`src/rtl/cdb_arbiter_if.sv`:
```
// CDB packet type and the producer/arbiter bus interface.
// master = producer side, slave = arbiter side.
package cdb_arbiter_pkg;
    typedef struct packed {
        logic        valid;
        logic [7:0]  rob_tag;
        logic [31:0] value;
    } ex_wr_packet_t;
endpackage

interface cdb_arbiter_if #(parameter int unsigned N_REQ = 3);
    cdb_arbiter_pkg::ex_wr_packet_t [N_REQ-1:0] fu_packet;
    logic [N_REQ-1:0]                           fu_ready;
    logic [N_REQ-1:0]                           grant;
    cdb_arbiter_pkg::ex_wr_packet_t             cdb_packet;

    modport master (output fu_packet, input fu_ready, input grant, input cdb_packet);
    modport slave  (input fu_packet, output fu_ready, output grant, output cdb_packet);
endinterface

```
`src/rtl/cdb_arbiter.sv`:
```
// Round-robin CDB arbiter with a one-entry holding register per producer.
// Outputs depend only on registered state, except fu_ready which also sees flush.
module cdb_arbiter
    import cdb_arbiter_pkg::*;
#(
    parameter int unsigned N_REQ = 3
) (
    input  logic         clock,
    input  logic         reset,
    input  logic         flush,
    cdb_arbiter_if.slave bus
);
    localparam int unsigned PW = (N_REQ > 1) ? $clog2(N_REQ) : 1;

    logic [N_REQ-1:0]          hold_valid;
    ex_wr_packet_t [N_REQ-1:0] hold_pkt;
    logic [PW-1:0]             rr_ptr;
    logic [PW-1:0]             next_ptr;
    logic [N_REQ-1:0]          grant;
    logic [PW-1:0]             grant_idx;
    logic                      found;
    logic [N_REQ-1:0]          ready;
    ex_wr_packet_t             cdb;

    // First valid holder at or after rr_ptr, wrapping modulo N_REQ.
    always_comb begin
        int unsigned idx;
        idx       = 0;
        grant     = '0;
        grant_idx = '0;
        found     = 1'b0;
        for (int unsigned k = 0; k < N_REQ; k++) begin
            idx = (32'(rr_ptr) + k) % N_REQ;
            if (!found && hold_valid[PW'(idx)]) begin
                found               = 1'b1;
                grant_idx           = PW'(idx);
                grant[PW'(idx)]     = 1'b1;
            end
        end
    end

    always_comb begin
        next_ptr = (grant_idx == PW'(N_REQ - 1)) ? '0 : grant_idx + PW'(1);
        ready    = {N_REQ{~flush}} & (~hold_valid | grant);
        cdb      = '0;
        if (found) begin
            cdb       = hold_pkt[grant_idx];
            cdb.valid = 1'b1;
        end
    end

    assign bus.grant      = grant;
    assign bus.fu_ready   = ready;
    assign bus.cdb_packet = cdb;

    always_ff @(posedge clock or negedge reset) begin
        if (!reset) begin
            hold_valid <= '0;
            hold_pkt   <= '0;
            rr_ptr     <= '0;
        end else begin
            if (found) begin
                rr_ptr <= next_ptr;
            end
            // Capture wins over drain so a granted slot can refill in the same cycle.
            for (int unsigned i = 0; i < N_REQ; i++) begin
                if (bus.fu_packet[i].valid && ready[i]) begin
                    hold_pkt[i]   <= bus.fu_packet[i];
                    hold_valid[i] <= 1'b1;
                end else if (grant[i] || flush) begin
                    hold_valid[i] <= 1'b0;
                end
            end
        end
    end
endmodule

```
`src/flat_wrapper.sv`:
```
// flat-port wrapper written by rule: the top's interface ports become plain ports
module cdb_arbiter_flat import cdb_arbiter_pkg::*;
#(
    parameter int unsigned N_REQ = 3
)
  (clock, reset, flush, bus_fu_packet, bus_fu_ready, bus_grant, bus_cdb_packet);
  cdb_arbiter_if #(.N_REQ(N_REQ)) bus_i ();
  input  logic clock;
  input  logic reset;
  input  logic flush;
  input wire logic [$bits(bus_i.fu_packet)-1:0] bus_fu_packet;
  output wire logic [$bits(bus_i.fu_ready)-1:0] bus_fu_ready;
  output wire logic [$bits(bus_i.grant)-1:0] bus_grant;
  output wire logic [$bits(bus_i.cdb_packet)-1:0] bus_cdb_packet;
  assign bus_i.fu_packet = bus_fu_packet;
  assign bus_fu_ready = bus_i.fu_ready;
  assign bus_grant = bus_i.grant;
  assign bus_cdb_packet = bus_i.cdb_packet;
  cdb_arbiter #(.N_REQ(N_REQ)) u_core (.clock(clock), .reset(reset), .flush(flush), .bus(bus_i));
endmodule
```
`config.mk`:
```
export PLATFORM = sky130hd
export DESIGN_NAME = cdb_arbiter_flat
export DESIGN_NICKNAME = d
export VERILOG_FILES = /design/src/rtl/cdb_arbiter_if.sv /design/src/rtl/cdb_arbiter.sv /design/src/flat_wrapper.sv
export SDC_FILE = /design/constraint.sdc
export NUM_CORES = 1
export LEC_CHECK = 0
export CAP_MARGIN = 20
export CORE_ASPECT_RATIO = 2
export CORE_MARGIN = 2
export CORE_UTILIZATION = 51
export CTS_CLUSTER_DIAMETER = 50
export DETAILED_ROUTE_END_ITERATION = 10
export GPL_TIMING_DRIVEN = 0
export HOLD_SLACK_MARGIN = 0.03
export MAX_ROUTING_LAYER = met4
export PLACE_DENSITY = 0.81
export SLEW_MARGIN = 5
export SYNTH_ARGS = -nofsm -noshare
export SYNTH_HDL_FRONTEND = slang
export SYNTH_SLANG_ARGS = --single-unit
```
`constraint.sdc`:
```
create_clock -name clock -period 2.6 [get_ports clock]
set_input_delay 0.26 -clock clock [delete_from_list [all_inputs] [get_ports clock]]
set_output_delay 0.26 -clock clock [all_outputs]
set_load 0.05 [all_outputs]
```
==> results of run 1 <==
## worst max-delay path, stage by stage (launching register included)
cell and delay, ns:
dfrtp_1 0.40, inv_2 0.07, ha_4 0.27, buf_6 0.10
buf_4 0.16, nand3b_1 0.20, o211ai_1 0.15, a21oi_4 0.33
clkbuf_8 0.25, nor2_1 0.07, a221o_2 0.33, buf_8 0.16
## layout by cell type (no fill, tap or decap), types with 3 or more instances in the layout
master           count
clkbuf_16           24
clkinv_4             4
clkinvlp_4           3
inv_1                7
o2111ai_1           34
inv_2                3
a221o_2             39
nand3b_1            43
nand3_1             40
nand2_1            123
buf_2                4
clkbuf_2            12
buf_6               22
buf_4               21
buf_8               44
nand4_1             40
nor2_1              45
clkinv_2             4
mux2_4              41
bufinv_16            4
clkdlybuf4s50_1    124
dfrtp_1            124
nor2_2               3
clkbuf_1            40
nand2b_1             5
a31oi_1             41
mux2_1              40
clkbuf_8             3
o211ai_1             3
o2111ai_2            5
buf_12              11
## logic make-up after synthesis
family	count (synthesis)	synth area share, %
simple gates	311	20.53
compound gates	153	17.08
flops	125	41.73
buf+inv	92	5.508
mux	83	14.49
fa+ha+maj	4	0.6677
## how the worst max path moves through the flow
| stage | startpoint | cells after the start | end | slack, ns |
|---|---|---|---|---|
| after floorplan | u_core.rr_ptr[0] | 6 | bus_grant[2] | 0.008 |
| after global placement | reset | 1 | u_core.hold_pkt[88] | -3.73 |
| after detailed placement | u_core.rr_ptr[0] | 10 | bus_cdb_packet[10] | -1.20 |
| after CTS | u_core.rr_ptr[0] | 11 | bus_cdb_packet[28] | -0.49 |
| after global routing | u_core.rr_ptr[1] | 12 | bus_cdb_packet[10] | -0.63 |
| final | u_core.rr_ptr[0] | 11 | bus_cdb_packet[38] | -0.57 |
## where the power goes
part,switching (uW),internal [uW],leakage [uW]
Combinational,7250,5660,0.00304
Sequential,775,2860,0.00145
Clock,965,1600,0.000299
## registers in the layout, indices dropped and copies added, names as in the netlist
signal             count
u_core.hold_pkt      120
u_core.hold_valid      3
u_core.rr_ptr          2
## metal layers
| layer | GRT usage (%) | wire length (um) |
|---|---|---|
| met1 | 35.81 | 9288 |
| met3 | 5.448 | 1967 |
| met5 | - | 0 |
| met4 | 15.38 | 1296 |
| met2 | 57.89 | 14390 |
## metrics by stage
stage               utilization, %  cell area (um2)
finish                       78.80            11310
global route                 78.80            11310
CTS                          75.61            10850
detailed placement           66.50             9544
global placement             66.30             9515
floorplan                        -             7553
## what timing repair did
| item | 4_1_cts | 5_1_grt |
|---|---|---|
| cloned | 3 | 7 |
| hold endpoints to repair | 46 | 0 |
| pin swaps | 46 | 14 |
| setup buffers | 19 | 7 |
| hold buffers | 1 | 0 |
| endpoints found under the setup margin | 129 | 167 |
| gates resized for setup | 448 | 73 |
## Yosys cell counts (6+ instances only)
library cell  instances  share of area (%)
a221o_1              40                5.3
a31oi_1              42                3.5
buf_2                12               0.80
buf_4                 6               0.60
clkbuf_1             60                3.0
dfrtp_1             125                 42
inv_1                10               0.50
mux2_1               40                6.0
mux2_4               41                8.2
nand2_1             123                6.2
nand3_1              40                2.7
nand3b_1             43                4.3
nand4_1              40                3.3
nor2_1               50                2.5
o2111ai_1            40                4.7
## area by class of cell
cell class	count	area [um2]
well taps	192	240.2
clock inverters	15	197.7
multi-input cells	551	4239
inverters	10	37.54
fillers	881	3043
plain buffers	81	608.1
flip-flops and latches	125	3129
clock buffers	17	425.4
repair buffers	210	2431
==> metrics.cfg, run 1 <==
[setup_path]
r2r-start=u_core.rr_ptr[1]
cp-start-kind=flip-flop
criticalPathCategory=flip-flop to output port
cp.arrival_ns=2.91
crit_path_max_fanout=10
end_kind=output port
r2r_end=u_core.hold_pkt[101]
critPathRequiredTime_ns=2.34
reg2regPathDepth=11
reg2reg_slack_ns=-0.17

[sta]
setup_viol=125
worst_hold_slack_ns=0.3383
timing.setup.tns_ns=-29.35
min_period_over_period_pct=122.0
fin_crit_ns=3.172
clock.fmax_mhz=315.2
rsz0062_at_grt=yes
slew_headroom_pct=59.21
worstMarginPinSlew_ns=0.6118
slew_violations=0
skew_ns=0.01172
timing_hold_violations_final=0
setup_ws_ns=-0.5722

[status]
violations=setup timing
status=complete, but fails checks

[route]
ant_nets=0
dr.pass1.iters=5
routed_via_density=6.398
dr.first_iter.drc_count=701
totalWireLength_mm=26.94
drc=0
num_vias=7684
wl_per_cell_um=22.43

[clock_tree]
numClockSinks=125
insertion_delay_ns=0.44
numCtsBuffers=17
path_clk_slew_ns=0.05
root_buffer=clkbuf_16
cts_tree=done
h-tree-depth=4
cts_buffer_depth=2

[placed_design]
placedCellCount=1133
place_ws_ns=-1.202
gp_congestion=0.9718
portBuffers=172
dp_hpwl_mm=16.64

[logic_synthesis]
synth_edf_count=0
async_flop_share_pct=100.0
syn_inst=768
seq_area_frac_synth_pct=41.73
syn_area_um2=7496
synth_flop_cell=dfrtp_1
ys_ff_latch=125
avgSynthCellArea_um2=9.760
ys_types=43
yosysWarnings=0
syn_nets=898

[finish]
fin_cells=1201
diodes=0
final_nets=1126
area_growth_pct=50.86
drive_gt1_share_pct=27.95

[power]
finalPower_uw=19120
ir_worst_vdd_mv=1.531
powerDensity_nw_per_um2=1690
power_leakage_uw=0.004783

[hold_path]
min_path_type=input port to asynchronous set/reset pin

[grt]
grt_first_pass_wirelength_mm=39.54
grt_antenna_before_repair=0
grt_max_degree=80
grt_overflow_total=0
first_global_vias=7472
grt.total_usage_pct=32.73

[floorplan]
ioPinCount=173
rows=62
die-area_um2=15740
core_area_um2=14350
die_y_um=175.5
die_x_um=89.73
start_util_pct=52.23

[run]
cap_violations=0

Power figures use the tool's default switching activity.
==> run 2, diff against run 1 <==
- PLACE_DENSITY: 0.81 -> unset
- PLACE_DENSITY_LB_ADDON: unset -> 0.08
==> run 2 against run 1 <==
Clock power is 2% lower. Clock skew shrank 0.0049 ns. Sequential power is essentially flat. Fmax rose by 0.64%. Critical endpoint is now bus_cdb_packet[25]. Wire length shrank 2.3%. Power decreased by 6.6%. The flow still finishes with violations (setup timing). Sequential cell count stayed put. Critical path type unchanged. Utilization shrank 3.9 points.
==> metrics.cfg, run 2 (synthesis results as in run 1) <==
[clock_tree]
numClockSinks=125  ; unchanged
root_buffer=clkbuf_16  ; unchanged
h-tree-depth=4  ; unchanged
insertion_delay_ns=0.43  ; was 0.44 ns
numCtsBuffers=17  ; unchanged
cts_tree=done  ; unchanged
cts_buffer_depth=2  ; unchanged
path_clk_slew_ns=0.06  ; was 0.05 ns

[setup_path]
cp_cell_sequence=buf_6 > ha_4 > buf_6 > buf_4 > nand3b_1 > o211ai_1 > a21oi_2 > buf_4 > clkbuf_4 > nor2_1 > a221o_2 > buf_8  ; was inv_2 > ha_4 > buf_6 > buf_4 > nand3b_1 > o211ai_1 > a21oi_4 > clkbuf_8 > nor2_1 > a221o_2 > buf_8
criticalPathCategory=flip-flop to output port  ; unchanged
critPathMaxStageDelay_ns=0.40  ; about the same
cp.arrival_ns=2.89  ; was 2.91 ns
slowest_stage=dfrtp_1  ; unchanged
end_kind=output port  ; unchanged
crit_path_max_fanout=10  ; unchanged
crit_family=buffers and inverters  ; was compound AO/OA/AOI/OAI gates
critPathRequiredTime_ns=2.34  ; about the same
cp_num_buf_inv=6  ; was 5
reg2reg_slack_ns=-0.27  ; was -0.17 ns
cp-start-kind=flip-flop  ; unchanged

[power]
pwr-share-clk_pct=14.1  ; was 13.4%
p_int_uw=9170  ; was 10120 uW
p_seq_share_pct=20.4  ; was 19.0%
pwr-share-comb_pct=65.4  ; was 67.6%
ir_worst_vdd_mv=1.193  ; was 1.531 mV
powerDensity_nw_per_um2=1661  ; was 1690 nW/um2
finalPower_uw=17850  ; was 19120 uW
p_sw_share_pct=48.64  ; was 47.05%
power_switching_uw=8684  ; was 8995 uW
power_leakage_uw=0.004568  ; was 0.004783 uW

[placed_design]
gp_congestion=0.9235  ; was 0.9718
portBuffers=172  ; unchanged
dp_hpwl_mm=18.02  ; was 16.64 mm

[finish]
drive_gt1_share_pct=25.93  ; was 27.95%
largest-register=u_core.hold_pkt  ; unchanged
layout_common_cells=dfrtp_1, clkdlybuf4s50_1, nand2_1  ; was clkdlybuf4s50_1, dfrtp_1, nand2_1
final_common_cell=dfrtp_1
largest_reg_flops=120  ; unchanged
final_nets=1116  ; was 1126
diodes=0  ; unchanged
area_growth_pct=43.41  ; was 50.86%
reg_top3=u_core.hold_pkt: 120 flops, u_core.hold_valid: 3 flops, u_core.rr_ptr: 2 flops  ; unchanged

[sta]
skew_ns=0.006838  ; was 0.01172 ns
clock.fmax_mhz=317.3  ; was 315.2 MHz
rsz0062_at_grt=yes  ; unchanged
timing_hold_violations_final=0  ; unchanged
setup_ws_ns=-0.5519  ; was -0.5722 ns
setup_viol=86  ; was 125
slew_violations=0  ; unchanged
fin_crit_ns=3.152  ; was 3.172 ns
min_period_over_period_pct=121.2  ; was 122.0%
worstMarginPinSlew_ns=0.6311  ; was 0.6118 ns
slew_headroom_pct=57.55  ; was 59.21%
worst_hold_slack_ns=0.3355  ; was 0.3383 ns

[floorplan]
rows=62  ; unchanged
ioPinCount=173  ; unchanged
die-area_um2=15740  ; unchanged
die_x_um=89.73  ; unchanged
start_util_pct=52.23  ; unchanged
die_y_um=175.5  ; unchanged
core_area_um2=14350  ; unchanged

[hold_path]
min_path_type=input port to asynchronous set/reset pin  ; unchanged

[grt]
grt_antenna_before_repair=0  ; unchanged
grt_max_degree=78  ; was 80
grt_first_pass_wirelength_mm=41.08  ; was 39.54 mm
grt_overflow_total=0  ; unchanged
grt.total_usage_pct=33.92  ; was 32.73%
first_global_vias=7857  ; was 7472

[route]
totalWireLength_mm=26.31  ; was 26.94 mm
wl_per_cell_um=22.09  ; was 22.43 um
routed_via_density=6.381  ; was 6.398
drc=0  ; unchanged
dr.first_iter.drc_count=636  ; was 701
num_vias=7600  ; was 7684
dr.pass1.iters=8  ; was 5
ant_nets=0  ; unchanged

[run]
cap_violations=0  ; unchanged

[status]
status=complete, but fails checks  ; unchanged
violations=setup timing  ; unchanged

==> run 2: changes by cell type in the layout (fill, tap and decap cells not counted), sizes merged <==
| cell | before | now |
|---|---|---|
| clkinv | 8 | 5 |
| clkinvlp | 3 | 4 |
| clkbuf | 79 | 80 |
| bufinv | 4 | 3 |
| inv | 10 | 11 |
| buf | 104 | 95 |
==> run 2: what timing repair did <==
item / in CTS / in global routing
endpoints found under the hold margin: 48 / 0
buffers inserted: 13 / 11
hold buffers: 1 / 0
gates resized for setup: 398 / 23
endpoints found under the setup margin: 169 / 167
pin swaps: 9 / 8
cloned: 0 / 2
==> run 2: stage by stage <==
stage	setup TNS [ns]	std cells	setup WS (ns)	instance area (um2)	util, %
finish	-30.78	1191	-0.5519	10750	74.91
CTS	-20.28	1178	-0.5014	10560	73.56
detailed placement	-84.02	1133	-1.193	9544	66.50
global route	-38.55	1191	-0.5825	10750	74.91
floorplan	0	768	0.007955	7553	-
global placement	-539.76	1132	-3.754	9515	66.30
==> run 2: cell type report <==
class | count | area [um2]
buffer | 81 | 473.0
clock buffer | 19 | 452.9
clock inverter | 13 | 165.2
fill | 1026 | 3601
inverter | 10 | 37.54
multi-input combinational | 551 | 4182
sequential | 125 | 3128
tap | 192 | 240.2
timing repair buffer | 200 | 2072
==> run 2: path summary, 6_finish.rpt <==
path                                startpoint                   end  cells after the start
max                           u_core.rr_ptr[1]    bus_cdb_packet[25]                     12
min                                      reset  u_core.hold_pkt[108]                      2
max reg2reg                   u_core.rr_ptr[1]   u_core.hold_pkt[62]                     14
min reg2reg                u_core.hold_pkt[54]   u_core.hold_pkt[54]                      1
max in group asynchronous                reset   u_core.hold_pkt[86]                      3
min in group clock           bus_fu_packet[51]   u_core.hold_pkt[51]                      2
==> run 2: layer usage <==
metal	part of all wire, %	GRT usage (%)	vias up
met3	7.0	7.036	136
met5	0	-	-
met4	5.4	19.42	0
met1	35	36.46	3643
li1	-	-	3324
met2	52	57.99	497
==> run 2: power groups by stage <==
stage | Clock, uW | Combinational (uW) | Sequential [uW]
final | 2520 | 11700 | 3650
after floorplan | 0 | 7380 | 3350
after global placement | 0 | 9980 | 3560
after detailed placement | 0 | 10200 | 3630
after global routing | 2630 | 12200 | 3720
after CTS | 2530 | 11200 | 3600
==> run 2: worst register-to-register path: stages (launching register included) <==
cell	delay, ns
dfrtp_1	0.40
inv_2	0.09
ha_1	0.17
buf_6	0.15
mux2i_4	0.34
buf_6	0.14
buf_4	0.10
buf_4	0.10
o211ai_1	0.10
a211oi_2	0.27
buf_4	0.19
a21oi_4	0.06
buf_4	0.17
buf_6	0.15
mux2_1	0.32
